### config.mk
export PLATFORM = sky130hd
export DESIGN_NAME = bus_timer
export DESIGN_NICKNAME = d
export VERILOG_FILES = /design/src/rtl/bus_timer.sv
export SDC_FILE = /design/constraint.sdc
export NUM_CORES = 1
export LEC_CHECK = 0
export BUFFER_PORTS_ARGS = -buffer_cell sky130_fd_sc_hd__buf_2
export CAP_MARGIN = 15
export CORE_MARGIN = 1
export CORE_UTILIZATION = 45
export CTS_BUF_LIST = sky130_fd_sc_hd__clkbuf_8
export CTS_CLUSTER_SIZE = 10
export DETAILED_ROUTE_END_ITERATION = 10
export SETUP_SLACK_MARGIN = 0.02
export SYNTH_ARGS = -nofsm -noshare
export SYNTH_HDL_FRONTEND = slang
export SYNTH_SLANG_ARGS = --single-unit
### constraint.sdc
create_clock -name clk -period 3.75 [get_ports clk]
set_input_delay 1.125 -clock clk [delete_from_list [all_inputs] [get_ports clk]]
set_output_delay 1.125 -clock clk [all_outputs]
set_load 0.05 [all_outputs]
### src/rtl/bus_timer.sv
// Memory-mapped timer responder: prescaled 32-bit up-counter, compare register,
// sticky match flag and level interrupt, with a one-cycle registered bus ack.
module bus_timer #(
    parameter logic [31:0] BASE_ADDRESS   = 32'h8000_0000,
    parameter logic [31:0] RESET_PRESCALE = 32'd0
) (
    input  logic        clk,
    input  logic        rst_n,
    input  logic        rd_en_i,
    input  logic        wr_en_i,
    input  logic [31:0] addr_i,
    input  logic [31:0] data_i,
    output logic [31:0] data_o,
    output logic        ack_o,
    output logic        irq_o
);

    typedef enum logic {IDLE, ACK} state_t;

    localparam logic [5:0] OFF_CTRL     = 6'h00;
    localparam logic [5:0] OFF_COUNT    = 6'h01;
    localparam logic [5:0] OFF_COMPARE  = 6'h02;
    localparam logic [5:0] OFF_STATUS   = 6'h03;
    localparam logic [5:0] OFF_PRESCALE = 6'h04;

    state_t      state_q, state_d;
    logic [2:0]  ctrl_q, ctrl_d;
    logic [31:0] count_q, count_d;
    logic [31:0] compare_q, compare_d;
    logic        match_q, match_d;
    logic [31:0] prescale_q, prescale_d;
    logic [31:0] presc_q, presc_d;
    logic [31:0] rdata_q, rdata_d;

    logic        inWindow;
    logic        sel;
    logic        wrSel;
    logic [5:0]  offset;
    logic        tick;
    logic        countWr;
    logic [31:0] readData;
    logic        unused_addr;

    assign inWindow    = (addr_i[31:8] == BASE_ADDRESS[31:8]);
    assign sel         = (rd_en_i | wr_en_i) & inWindow;
    assign wrSel       = sel & wr_en_i;
    assign offset      = addr_i[7:2];
    assign countWr     = wrSel && (offset == OFF_COUNT);
    assign unused_addr = ^addr_i[1:0];

    always_comb begin
        presc_d = presc_q;
        tick    = 1'b0;
        if (!ctrl_q[0]) begin
            presc_d = '0;
        end else if (presc_q == prescale_q) begin
            presc_d = '0;
            tick    = 1'b1;
        end else begin
            presc_d = presc_q + 32'd1;
        end
    end

    // A bus write to COUNT drops that cycle's tick entirely; a match set beats a STATUS clear.
    always_comb begin
        ctrl_d     = ctrl_q;
        count_d    = count_q;
        compare_d  = compare_q;
        match_d    = match_q;
        prescale_d = prescale_q;

        if (wrSel) begin
            case (offset)
                OFF_CTRL:     ctrl_d     = data_i[2:0];
                OFF_COUNT:    count_d    = data_i;
                OFF_COMPARE:  compare_d  = data_i;
                OFF_STATUS:   if (data_i[0]) match_d = 1'b0;
                OFF_PRESCALE: prescale_d = data_i;
                default:      ;
            endcase
        end

        if (tick && !countWr) begin
            if (count_q == compare_q) begin
                match_d = 1'b1;
                count_d = ctrl_q[1] ? 32'd0 : count_q + 32'd1;
            end else begin
                count_d = count_q + 32'd1;
            end
        end
    end

    always_comb begin
        readData = '0;
        case (offset)
            OFF_CTRL:     readData = {29'd0, ctrl_q};
            OFF_COUNT:    readData = count_q;
            OFF_COMPARE:  readData = compare_q;
            OFF_STATUS:   readData = {31'd0, match_q};
            OFF_PRESCALE: readData = prescale_q;
            default:      readData = '0;
        endcase
        rdata_d = sel ? readData : '0;
    end

    always_ff @(posedge clk or negedge rst_n) begin
        if (!rst_n) begin
            ctrl_q     <= '0;
            count_q    <= '0;
            compare_q  <= 32'hFFFF_FFFF;
            match_q    <= 1'b0;
            prescale_q <= RESET_PRESCALE;
            presc_q    <= '0;
            rdata_q    <= '0;
        end else begin
            ctrl_q     <= ctrl_d;
            count_q    <= count_d;
            compare_q  <= compare_d;
            match_q    <= match_d;
            prescale_q <= prescale_d;
            presc_q    <= presc_d;
            rdata_q    <= rdata_d;
        end
    end

    always_ff @(posedge clk or negedge rst_n) begin
        if (!rst_n) begin
            state_q <= IDLE;
        end else begin
            state_q <= state_d;
        end
    end

    always_comb begin
        state_d = state_q;
        case (state_q)
            IDLE:    state_d = sel ? ACK : IDLE;
            ACK:     state_d = sel ? ACK : IDLE;
            default: state_d = IDLE;
        endcase
    end

    always_comb begin
        ack_o  = (state_q == ACK);
        data_o = ack_o ? rdata_q : '0;
        irq_o  = match_q & ctrl_q[2];
    end

endmodule

======== Yosys cells after proc, flatten, opt, wreduce, memory -nomap -nowiden ========
Cells that the tools add are included.
storage, ports and cells
  memories ................................ 0
  bits in read-only memories .............. 0
  input bits .............................. 68
  output and inout port bits .............. 34
  RAM bits ................................ 0
  register bits after elaboration ......... 165
  latch bits .............................. 0
cells by class
  $add $sub $neg .......................... 2
  multipliers ............................. 0
  div/mod/pow operators ................... 0
  reductions and logical operators ........ 10
  equal/unequal tests ..................... 7
  shift-type cells ........................ 0
  mux-type cells .......................... 18
  $lt $le $gt $ge ......................... 0
  bitwise logic cells ..................... 4
operators with widths
  kind                                                              number
  32-bit 2-to-1 mux                                                 9
  32-bit one-hot mux with 5 select lines                            1
  32-bit by 1-bit adder with 32-bit output (second input constant)  2
  32-bit == test                                                    2
  24-bit == test (second input constant)                            1
  6-bit by 2-bit == test with 1-bit output (second input constant)  2
  1-bit 2-to-1 mux                                                  8
  2-bit AND reduction                                               4
  6-bit by 1-bit == test with 1-bit output (second input constant)  1
  6-bit by 3-bit == test with 1-bit output (second input constant)  1
  6-bit logical NOT                                                 1
  2-bit nonzero test                                                2
  1-bit bitwise AND                                                 3
  1-bit logical AND                                                 2
  1-bit logical NOT                                                 1
  1-bit bitwise OR                                                  1

======== Longest topological paths before layout ========
Gate-level depths: netlist (run 1).
  depth in word-level cells ............... 8
  gate-level depth with buffers ........... 9

======== Worst setup path before layout (run 1) ========
Ideal clock, no wire load.
  path kind ............................... input -> register
  start ................................... input addr_i[12]
  end ..................................... register prescale_q[10]
  setup slack ............................. 1.002 ns
  arrival time ............................ 2.623 ns
  path buffers ............................ 2
  stages on the path ...................... 7
  required time ........................... 3.625 ns
  library setup time ...................... 0.125 ns
  cells stage by stage .................... nor4_1 o2111ai_1 nor2_1 and3_1 clkbuf_2 buf_4 mux2_2
between the ends
  word-level cells in the longest chain between the ends .. 4
RTL lines
  item                           RTL line  RTL
  from (decl)                    11        input logic [31:0] addr_i,
  24-bit == test                 44        assign inWindow = (addr_i[31:8] == BASE_ADDRESS[31:8]);
  1-bit bitwise AND              45        assign sel = (rd_en_i | wr_en_i) & inWindow;
  net sel                        36        logic sel;
  1-bit bitwise AND              46        assign wrSel = sel & wr_en_i;
  2-bit AND reduction (no line)  n/a
  to (signal assigned)           120       prescale_q <= prescale_d;
  to (decl)                      31        logic [31:0] prescale_q, prescale_d;
The timed path passes the listed nets, and every way through them passes these cells.
A chain may end at the register's enable or synchronous reset.

======== Worst setup path in the final report (run 1) ========
  start ................................... register state_q, in the netlist ack_o
  end ..................................... output data_o[21]
between the ends
  word-level cells in the longest chain between the ends .. 1
RTL lines
  item                    RTL line  RTL
  from (decl)             26        state_t state_q, state_d;
  from (signal assigned)  130       state_q <= state_d;
  32-bit 2-to-1 mux       145       data_o = ack_o ? rdata_q : '0;
  to (decl)               13        output logic [31:0] data_o,
Every way passes these cells.

==> results.md, run 1 <==
- Outcome: complete, but fails checks
- Failing checks: DRC
- Dpl hpwl: 17800 um
- Latest clock arrival within the worst-skew pair: 470 ps
- Sequential element share of the synthesized area: 46.9%
- Max-Cap Viols: 0
- Cell chosen for the clock root: clkbuf_8
- Vias/cell: 5.83
- Ant. Diodes: 0
- Starting density of the core: 45.8%
- Fin cells: 1231
- Pre-antenna DRT Iters: 9
- Worst-path clk slew: 90 ps
- Placed Cells: 1199
- HP Class: in -> async
- Worst Setup Path Type: reg -> out
- Warnings, synthesis: 0
- Post-CTS setup buffers: 0
- Core Area: 0.0194 mm^2
- Fraction of layout cells with a size suffix above 1: 27.4%
- Placer congestion estimate: 0.885
- Flops & latches, synth: 165
- Pre-CTS WS: 624 ps
- Leak: 4.23 nW
- Top-area cell type share of the netlist area: 37.5%
- Synth cell count leaders: 133 x dfrtp_1, 104 x nor2_1, 67 x mux2_2
- Filler cells: 1840
- DRT Wirelength: 24900 um
- Yosys cell types: 47
- Most used DFF post-synth: dfrtp_1
- Cells after synthesis: 887
- Post-synth net total: 957
- Most common cell in the netlist: dfrtp_1
- Iteration-0 DRC Markers: 709
- Ys async rst share: 100%
- First-pass GRT wire length: 39300 um
- Data required time of the worst path: 2620 ps
- CTS tree: done
- Area leader, netlist: dfrtp_1
- Initial antenna violation count: 0
- Layout overhead on the synthesized area: 12.2%
- Fmax: 0.337 GHz
- Final Critical Period: 2970 ps
- # setup viols final: 0
- Vias in the first global route: 6661
- H-tree depth: 4
- Post-route ant nets: 0
- Clock buffer count from CTS: 17
- I/O Buffers: 99
- Hold-fix buffers, CTS: 0
- Drc violations: 2
- Clock sink total: 165
- Top post-synthesis cells by area: dfrtp_1 37%, dfstp_2 9.5%, mux2_2 8.5%, xnor2_1 5.2%, nor2_1 4.4%
- Slew margin rel.: 35.6%
- Final hold vios: 0
- Mean Syn Cell Area: 10.0 um^2
- Tcrit/Tclk final: 79.2%
- Wire per inst: 20.3 um
- Total Negative Setup Slacks: 0 ps
- Hold_ws: 531 ps
- Cell row count: 51
- Chip height: 143 um
- Largest net degree at the start of global routing: 98
- Die area: 0.0203 mm^2
- Slew Viols, Final: 0
- Final worst slack: 780 ps
- Gr usage total: 25.9%
- Die Wd: 143 um
- RSZ-0062 raised after global routing: no
- Final global-route overflow total: 0
- CP Capture Type: primary output
- CP Launch Type: flip-flop
- CTS resizes: 0
- Crit path arrival time: 1840 ps
- Syn Std Cell Area: 0.00888 mm^2
- DR vias: 7176
- Crit Path Max Fanout: 33
- Worst slew pin tran: 958 ps
- Skew final: 10.0 ps
- Nets: 1023
- Clk buf depth: 2
- Worst IR drop on VDD: 0.221 mV
- Pwr dens: 318 mW/mm^2
- # IOs: 102
- EDFF count, synth: 0
-- final cells by class --
type	instances	area [um^2]	area share, %
multi-input cells	640	4360	43.7
flip-flops and latches	165	4170	41.8
repair buffers	118	682	6.84
well taps	265	332	3.33
clock buffers	17	234	2.35
clock inverters	15	154	1.54
inverters	11	41.3	0.414
-- cells by family (layout without fill, tap and decap cells) --
group                      Yosys count  after routing  synth area share [%]
AOI/OAI and AO/OA                  139            139                  11.1
xor gates and xnor gates            94             94                  9.27
adders and majority gates            2              2                 0.282
buffers and inverters               82            161                  4.23
DFF                                165            165                  46.9
muxes                               70             70                  8.86
and+or+nand+nor                    335            335                  19.4
-- metrics by stage --
step / total power (W) / utilization (%) / instance area (um^2)
after global placement: 0.00192 / 49.4 / 9580
after global routing: 0.00329 / 51.4 / 9970
after floorplan: 0.00182 / - / 8880
after detailed placement: 0.00192 / 49.4 / 9580
final: 0.00317 / 51.4 / 9970
after CTS: 0.00321 / 51.4 / 9970
-- where the power goes --
group	internal (W)	switching (W)	total [W]
sequential	0.00178	0.000000000148	0.00178
clock	0.000594	0.000698	0.00129
combinational	0.0000329	0.0000700	0.000103
total	0.00241	0.000768	0.00317
-- per-layer routing --
| layer | part of all wire, % | track usage [%] | routed length [um] |
|---|---|---|---|
| met4 | 2.6 | 9.05 | 646 |
| met5 | 0 | 0 | 0 |
| met3 | 8.3 | 6.66 | 2080 |
| met2 | 44 | 37.6 | 10900 |
| met1 | 46 | 37.3 | 11400 |
-- critical path, stage by stage (launching register included) --
cell and delay (ps):
dfrtp_1 860, and2_1 230, buf_2 260
-- path summary, 6_finish.rpt --
path	cells past startpoint	endpoint	slack, ps	from
worst max-delay path	2	data_o[21]	780	ack_o
worst min-delay path	1	rdata_q[23]	530	rst_n
worst max register to register	7	count_q[29]	860	count_q[27]
worst min register to register	1	presc_q[0]	550	presc_q[0]
max in group asynchronous	2	compare_q[6]	2390	rst_n
min in group clk	1	presc_q[0]	550	presc_q[0]
-- layout by cell type, fill, tap and decap left out, types with 3 or more instances in the layout --
cell / synthesis / layout
a21oi_1: 31 / 31
a222oi_1: 31 / 31
a22oi_1: 3 / 3
a31oi_1: 21 / 21
a32oi_1: 15 / 15
and2_1: 38 / 38
and3_1: 12 / 12
buf_12: 0 / 3
buf_2: 9 / 98
buf_4: 7 / 16
clkbuf_8: 0 / 17
clkinv_2: 0 / 3
clkinvlp_4: 0 / 3
dfrtp_1: 133 / 133
dfstp_2: 32 / 32
inv_1: 11 / 12
inv_6: 0 / 4
mux2_2: 67 / 67
nand2_1: 39 / 39
nand3_1: 36 / 35
nand4_1: 26 / 26
nand4b_1: 4 / 4
nor2_1: 104 / 103
nor3_1: 30 / 29
nor4_1: 23 / 22
nor4_2: 6 / 7
o21ai_0: 21 / 21
o21ai_1: 6 / 6
or2_2: 5 / 5
or3_1: 3 / 3
xnor2_1: 53 / 53
xor2_1: 41 / 41
-- registers in the layout, summed over array words and instances, names as in the netlist --
name / count
prescale_q: 32
match_q: 1
count_q: 32
ack_o: 1
presc_q: 32
ctrl_q: 3
compare_q: 32
rdata_q: 32
(Power assumes the default switching activity.)
==> run 2, diff against run 1 <==
--- a/config.mk
+++ b/config.mk
@@ -5,6 +5,7 @@
 export SDC_FILE = /design/constraint.sdc
 export NUM_CORES = 1
 export LEC_CHECK = 0
+export ABC_AREA = 1
 export BUFFER_PORTS_ARGS = -buffer_cell sky130_fd_sc_hd__buf_2
 export CAP_MARGIN = 15
 export CORE_MARGIN = 1
==> constraint.sdc (replaced) <==
create_clock -name clk -period 2.85 [get_ports clk]
set_input_delay 0.855 -clock clk [delete_from_list [all_inputs] [get_ports clk]]
set_output_delay 0.855 -clock clk [all_outputs]
set_load 0.05 [all_outputs]
==> run 2 against run 1 <==
  * Count of clock-buffer cells in the layout increased by 2
  * Cell area increased by 7.8%
  * Global-route usage increased by 0.31 points
  * The flow now finishes without violations
  * Non-clock buffer count unchanged
  * Synthesized cell count increased by 48%
  * Highest routed layer unchanged
  * Critical endpoint is now data_o[15]
  * Combinational power increased by 46%
==> results.md, run 2 <==
- Outcome: complete, no violations
- Critical Path Sink: data_o[15]
- Fin util: 51.3%
- Syn Std Cell Area: 0.00958 mm^2
- H-tree depth: 4
- Wire per inst: 16.3 um
- Top-area cell type share of the netlist area: 34.7%
- Synth cell count leaders: 417 x nand2_1, 155 x inv_1, 133 x dfrtp_1
- Final global-route overflow total: 0
- Seq pwr share: 53.8%
- Hold-fix buffers, CTS: 0
- Skew final: 19.9 ps
- Pwr dens: 405 mW/mm^2
- FF-to-FF path depth: 10
- R2r endpoint: count_q[24]
- Ant. Diodes: 0
- Data required time of the worst path: 2000 ps
- Layout overhead on the synthesized area: 12.2%
- Clk buf depth: 2
- Pre-antenna DRT Iters: 5
- Slew Viols, Final: 0
- Fraction of layout cells with a size suffix above 1: 15.3%
- Placed Cells: 1638
- HP Class: in -> async
- Crit path arrival time: 1710 ps
- Worst-path clk slew: 100 ps
- Starting density of the core: 45.7%
- Area leader, netlist: dfrtp_1
- Warnings, synthesis: 0
- First-pass GRT wire length: 43600 um
- Drc violations: 0
- Top post-synthesis cells by area: dfrtp_1 35%, nand2_1 16%, dfstp_2 8.8%, inv_1 6.1%, nand3_1 5.8%
- Cells after synthesis: 1310
- DR vias: 8508
- Yosys cell types: 42
- Placer congestion estimate: 0.910
- Initial antenna violation count: 0
- Slew margin rel.: 59.4%
- Sequential element share of the synthesized area: 43.5%
- Total Negative Setup Slacks: 0 ps
- Highest-count cells in the layout ignoring fill and taps: 417 x nand2_1, 156 x inv_1, 133 x dfrtp_1, 111 x nand3_1, 99 x nor2_1
- Worst r2r src: count_q[0]
- Clock buffer count from CTS: 17
- Hold_ws: 362 ps
- Nets: 1452
- Post-route ant nets: 0
- Ys async rst share: 100%
- Total internal power: 0.00332 W
- Post-synth net total: 1380
- Mean Syn Cell Area: 7.31 um^2
- Iteration-0 DRC Markers: 595
- Comb power frac: 3.4%
- CP Capture Type: primary output
- CP Launch Type: flip-flop
- Final Critical Period: 2570 ps
- Clk pwr share: 42.8%
- Dpl hpwl: 20100 um
- Post-CTS setup buffers: 0
- Crit Path Max Fanout: 21
- DRT Wirelength: 27200 um
- Filler cells: 2127
- Flops & latches, synth: 165
- Tcrit/Tclk final: 90.2%
- Core Area: 0.0210 mm^2
- Leak: 5.02 nW
- Die area: 0.0219 mm^2
- Die Wd: 148 um
- Latest clock arrival within the worst-skew pair: 470 ps
- # IOs: 102
- Max-Cap Viols: 0
- Worst reg-to-reg setup slack: 600 ps
- CTS tree: done
- Cell chosen for the clock root: clkbuf_8
- EDFF count, synth: 0
- Fin cells: 1670
- Cell row count: 53
- Sw Ratio: 23.8%
- Vias/cell: 5.09
- Total power: 0.00435 W
- Clock sink total: 165
- Fmax: 0.389 GHz
- Worst slew pin tran: 610 ps
- Gr usage total: 26.2%
- Critical path startpoint: ack_o
- RSZ-0062 raised after global routing: no
- Final hold vios: 0
- Sw Pwr: 0.00104 W
- Most common cell after layout, fill and taps aside: nand2_1
- Worst IR drop on VDD: 0.275 mV
- Vias in the first global route: 8103
- # setup viols final: 0
- I/O Buffers: 99
- Largest net degree at the start of global routing: 65
- Worst Setup Path Type: reg -> out
- Most common cell in the netlist: nand2_1
- CTS resizes: 0
- Chip height: 148 um
- Most used DFF post-synth: dfrtp_1
-- run 2: cell types whose count changed in the layout (fill, tap and decap cells not counted), moves of 31 or more --
cell,previous run,this run
nand2_1,39,417
o21ai_0,21,70
and2_1,38,0
mux2_2,67,0
a222oi_1,31,0
nand3_1,35,111
inv_1,12,156
-- run 2: how the worst min path moves through the flow --
stage                     slack (ps)     startpoint            end  depth (start not counted)
after CTS                        370          rst_n     rdata_q[0]                          1
after global routing             380          rst_n     presc_q[2]                          1
after detailed placement         500  compare_q[24]  compare_q[24]                          2
final                            360          rst_n     rdata_q[1]                          1
after global placement           490  compare_q[28]  compare_q[28]                          2
after floorplan                  470      ctrl_q[2]      ctrl_q[2]                          2
-- run 2: power groups by stage --
| stage | combinational [W] | clock [W] | sequential (W) |
|---|---|---|---|
| global placement | 0.000153 | 0 | 0.00239 |
| finish | 0.000150 | 0.00186 | 0.00234 |
| detailed placement | 0.000153 | 0 | 0.00239 |
| global route | 0.000170 | 0.00200 | 0.00234 |
| CTS | 0.000153 | 0.00190 | 0.00234 |
| floorplan | 0.0000227 | 0 | 0.00239 |
-- run 2: area by class of cell --
cell class                 instances  area (um^2)  share of cell area [%]
multi-input combinational        912         4470                    41.6
sequential                       165         4170                    38.8
timing repair buffer             118          707                    6.58
inverter                         168          631                    5.87
tap                              275          344                    3.20
clock buffer                      19          262                    2.43
clock inverter                    13          171                    1.59
-- run 2: layer usage --
layer  up-vias  track usage [%]  wire length, um
met5         -                0                0
met4         0             8.14              548
met3        40             4.75             1710
met2       255             40.7            12400
met1      3964             37.2            12600
li1       4249                -                -
-- run 2: logic make-up (layout without fill, tap and decap cells) --
logic type / Yosys count / in the layout / share of synthesized area (%)
AOI/OAI and AO/OA: 116 / 116 / 6.73
xor gates and xnor gates: 87 / 87 / 7.95
adders and majority gates: 2 / 2 / 0.261
buffers and inverters: 233 / 318 / 9.85
DFF: 165 / 165 / 43.5
and+or+nand+nor: 707 / 707 / 31.7
-- run 2: per-stage QoR --
step / instance area (um^2) / worst slack [ps]
4_1_cts: 10800 / 256
3_5_place_dp: 10300 / 435
5_1_grt: 10800 / 146
3_3_place_gp: 10300 / 453
2_1_floorplan: 9580 / 630
6_report: 10800 / 280
-- run 2: critical path: stages, from the launching register on --
cell and delay (ps):
dfrtp_1 610, buf_12 210, nand2_1 110, inv_1 60, buf_2 250
==> run 3, diff against run 2 <==
--- a/config.mk
+++ b/config.mk
@@ -13,6 +13,7 @@
 export CTS_BUF_LIST = sky130_fd_sc_hd__clkbuf_8
 export CTS_CLUSTER_SIZE = 10
 export DETAILED_ROUTE_END_ITERATION = 10
+export HOLD_SLACK_MARGIN = 0.06
 export SETUP_SLACK_MARGIN = 0.02
 export SYNTH_ARGS = -nofsm -noshare
 export SYNTH_HDL_FRONTEND = slang
==> constraint.sdc (replaced) <==
create_clock -name clk -period 2.85 [get_ports clk]
set_input_delay 0.285 -clock clk [delete_from_list [all_inputs] [get_ports clk]]
set_output_delay 0.285 -clock clk [all_outputs]
set_load 0.05 [all_outputs]
==> run 3 against run 2 <==
  * Global-route usage is 0.078 points higher
  * Cell area is 1.3% higher
  * Die area stayed put
  * First-iteration DRC count is 0.50% higher
  * Routed wire length is 0.35% higher
  * Critical path type is now reg -> reg
  * Highest routed layer unchanged
==> results.md, run 3 (synthesis results as in run 2) <==
- Die Wd: 148 um
- Cell chosen for the clock root: clkbuf_8
- Fin util: 52.0%
- Crit path cell chain: ha_1 > nand2_1 > nor2_1 > nand2_1 > nor2_1 > nand4_1 > xor2_1 > nand3_1 > nand3_1
- CP Launch Type: flip-flop
- Pre-antenna DRT Iters: 6
- Skew final: 16.4 ps
- Data required time of the worst path: 3210 ps
- HP Class: in -> reg
- Slew margin rel.: 60.5%
- DR vias: 8645
- Core Area: 0.0210 mm^2
- Vias in the first global route: 8014
- H-tree depth: 4
- Clk buf depth: 2
- Dpl hpwl: 20400 um
- Hold Crit Depth: 3
- Clock buffer count from CTS: 17
- Final global-route overflow total: 0
- Sw Ratio: 24.5%
- CP Capture Type: flip-flop
- Nets: 1473
- Initial antenna violation count: 0
- Post-route ant nets: 0
- Worst-path clk slew: 100 ps
- Outcome: complete, no violations
- Chip height: 148 um
- Worst IR drop on VDD: 0.262 mV
- Worst r2r src: count_q[1]
- Layout overhead on the synthesized area: 13.7%
- Worst slew pin tran: 592 ps
- Die area: 0.0219 mm^2
- Seq pwr share: 55.1%
- Crit Path Max Fanout: 6
- CP max stage delay: 560 ps
- Clock sink total: 165
- Max-Cap Viols: 0
- Final Critical Period: 2220 ps
- Clk pwr share: 40.9%
- Worst reg-to-reg setup slack: 630 ps
- Hold endpoint: count_q[31]
- Highest-count cells in the layout ignoring fill and taps: 417 x nand2_1, 155 x inv_1, 133 x dfrtp_1, 111 x nand3_1, 99 x nor2_1
- Largest net degree at the start of global routing: 66
- Iteration-0 DRC Markers: 598
- # setup viols final: 0
- I/O Buffers: 99
- Wire per inst: 16.2 um
- Crit path arrival time: 2580 ps
- Worst Setup Path Type: reg -> reg
- Fraction of layout cells with a size suffix above 1: 15.3%
- Ant. Diodes: 0
- Comb power frac: 3.9%
- Gr usage total: 26.3%
- Post-CTS setup buffers: 0
- FF-to-FF path depth: 9
- Starting density of the core: 45.7%
- Cell row count: 53
- Placed Cells: 1639
- Total internal power: 0.00321 W
- Placer congestion estimate: 0.906
- CTS tree: done
- Leak: 5.09 nW
- First-pass GRT wire length: 43800 um
- Tcrit/Tclk final: 77.9%
- Filler cells: 2157
- DRT Wirelength: 27300 um
- Latest clock arrival within the worst-skew pair: 470 ps
- Slew Viols, Final: 0
- Fin cells: 1691
- RSZ-0062 raised after global routing: no
- Final hold vios: 0
- Fmax: 0.451 GHz
- Drc violations: 0
- Hold_sp: data_i[31]
- Pwr dens: 390 mW/mm^2
- # IOs: 102
- Sw Pwr: 0.00104 W
- Total Negative Setup Slacks: 0 ps
- Most common cell after layout, fill and taps aside: nand2_1
- Vias/cell: 5.11
- R2r endpoint: count_q[30]
- CP max stage cell: dfrtp_1
run 3: changes by cell type in the layout (fill, tap and decap cells not counted), sizes merged:
cell / change
buf: +1
dlygate4sd3: +20
bufinv: -2
clkbuf: +2
clkinvlp: +1
clkinv: -1
run 3: metal layers:
layer	wire length (um)	up-vias	GRT usage [%]	share of wire [%]
met1	12900	4118	37.8	47
met5	0	-	0	0
met4	292	0	6.29	1.1
met2	12800	218	41.7	47
met3	1380	26	4.01	5.0
li1	-	4283	-	-
run 3: repair_timing:
| action | CTS | global route |
|---|---|---|
| endpoints found under the setup margin | 0 | 0 |
| endpoints found under the hold margin | 64 | 0 |
| hold buffers | 20 | 0 |
| gates resized for setup | 0 | 0 |
run 3: worst max-delay path, delay by kind of cell (launching register included):
family	cells	cell delay, ps
and+or+nand+nor	7	1140
DFF	1	560
adders and majority gates	1	250
xor gates and xnor gates	1	170
run 3: layout make-up:
cell class | instances | area (um^2) | area share, %
repair buffers | 139 | 877 | 8.05
well taps | 275 | 344 | 3.16
inverters | 168 | 631 | 5.79
multi-input cells | 912 | 4470 | 41.0
clock buffers | 21 | 289 | 2.65
flip-flops and latches | 165 | 4170 | 38.3
clock inverters | 11 | 115 | 1.06
run 3: worst max-delay path by stage:
stage	startpoint	end	cells after the start
final	count_q[1]	count_q[30]	9
after global routing	count_q[0]	count_q[26]	9
after CTS	count_q[0]	count_q[30]	9
after global placement	count_q[1]	count_q[24]	10
after detailed placement	count_q[0]	count_q[30]	9
after floorplan	count_q[0]	count_q[30]	9
run 3: per-stage QoR:
stage	power (W)	hold WS [ps]	instance area (um^2)	setup WS [ps]
2_1_floorplan	0.00241	-10.6	9580	1130
3_3_place_gp	0.00253	251	10300	740
3_5_place_dp	0.00253	253	10300	686
4_1_cts	0.00429	61.0	10900	657
5_1_grt	0.00439	63.4	10900	433
6_report	0.00425	95.8	10900	630
run 3: power by group through the flow:
stage	combinational, W	clock (W)	sequential, W
final	0.000167	0.00174	0.00234
after global routing	0.000189	0.00186	0.00234
after CTS	0.000170	0.00178	0.00234
after detailed placement	0.000148	0	0.00239
after global placement	0.000148	0	0.00239
after floorplan	0.0000227	0	0.00239
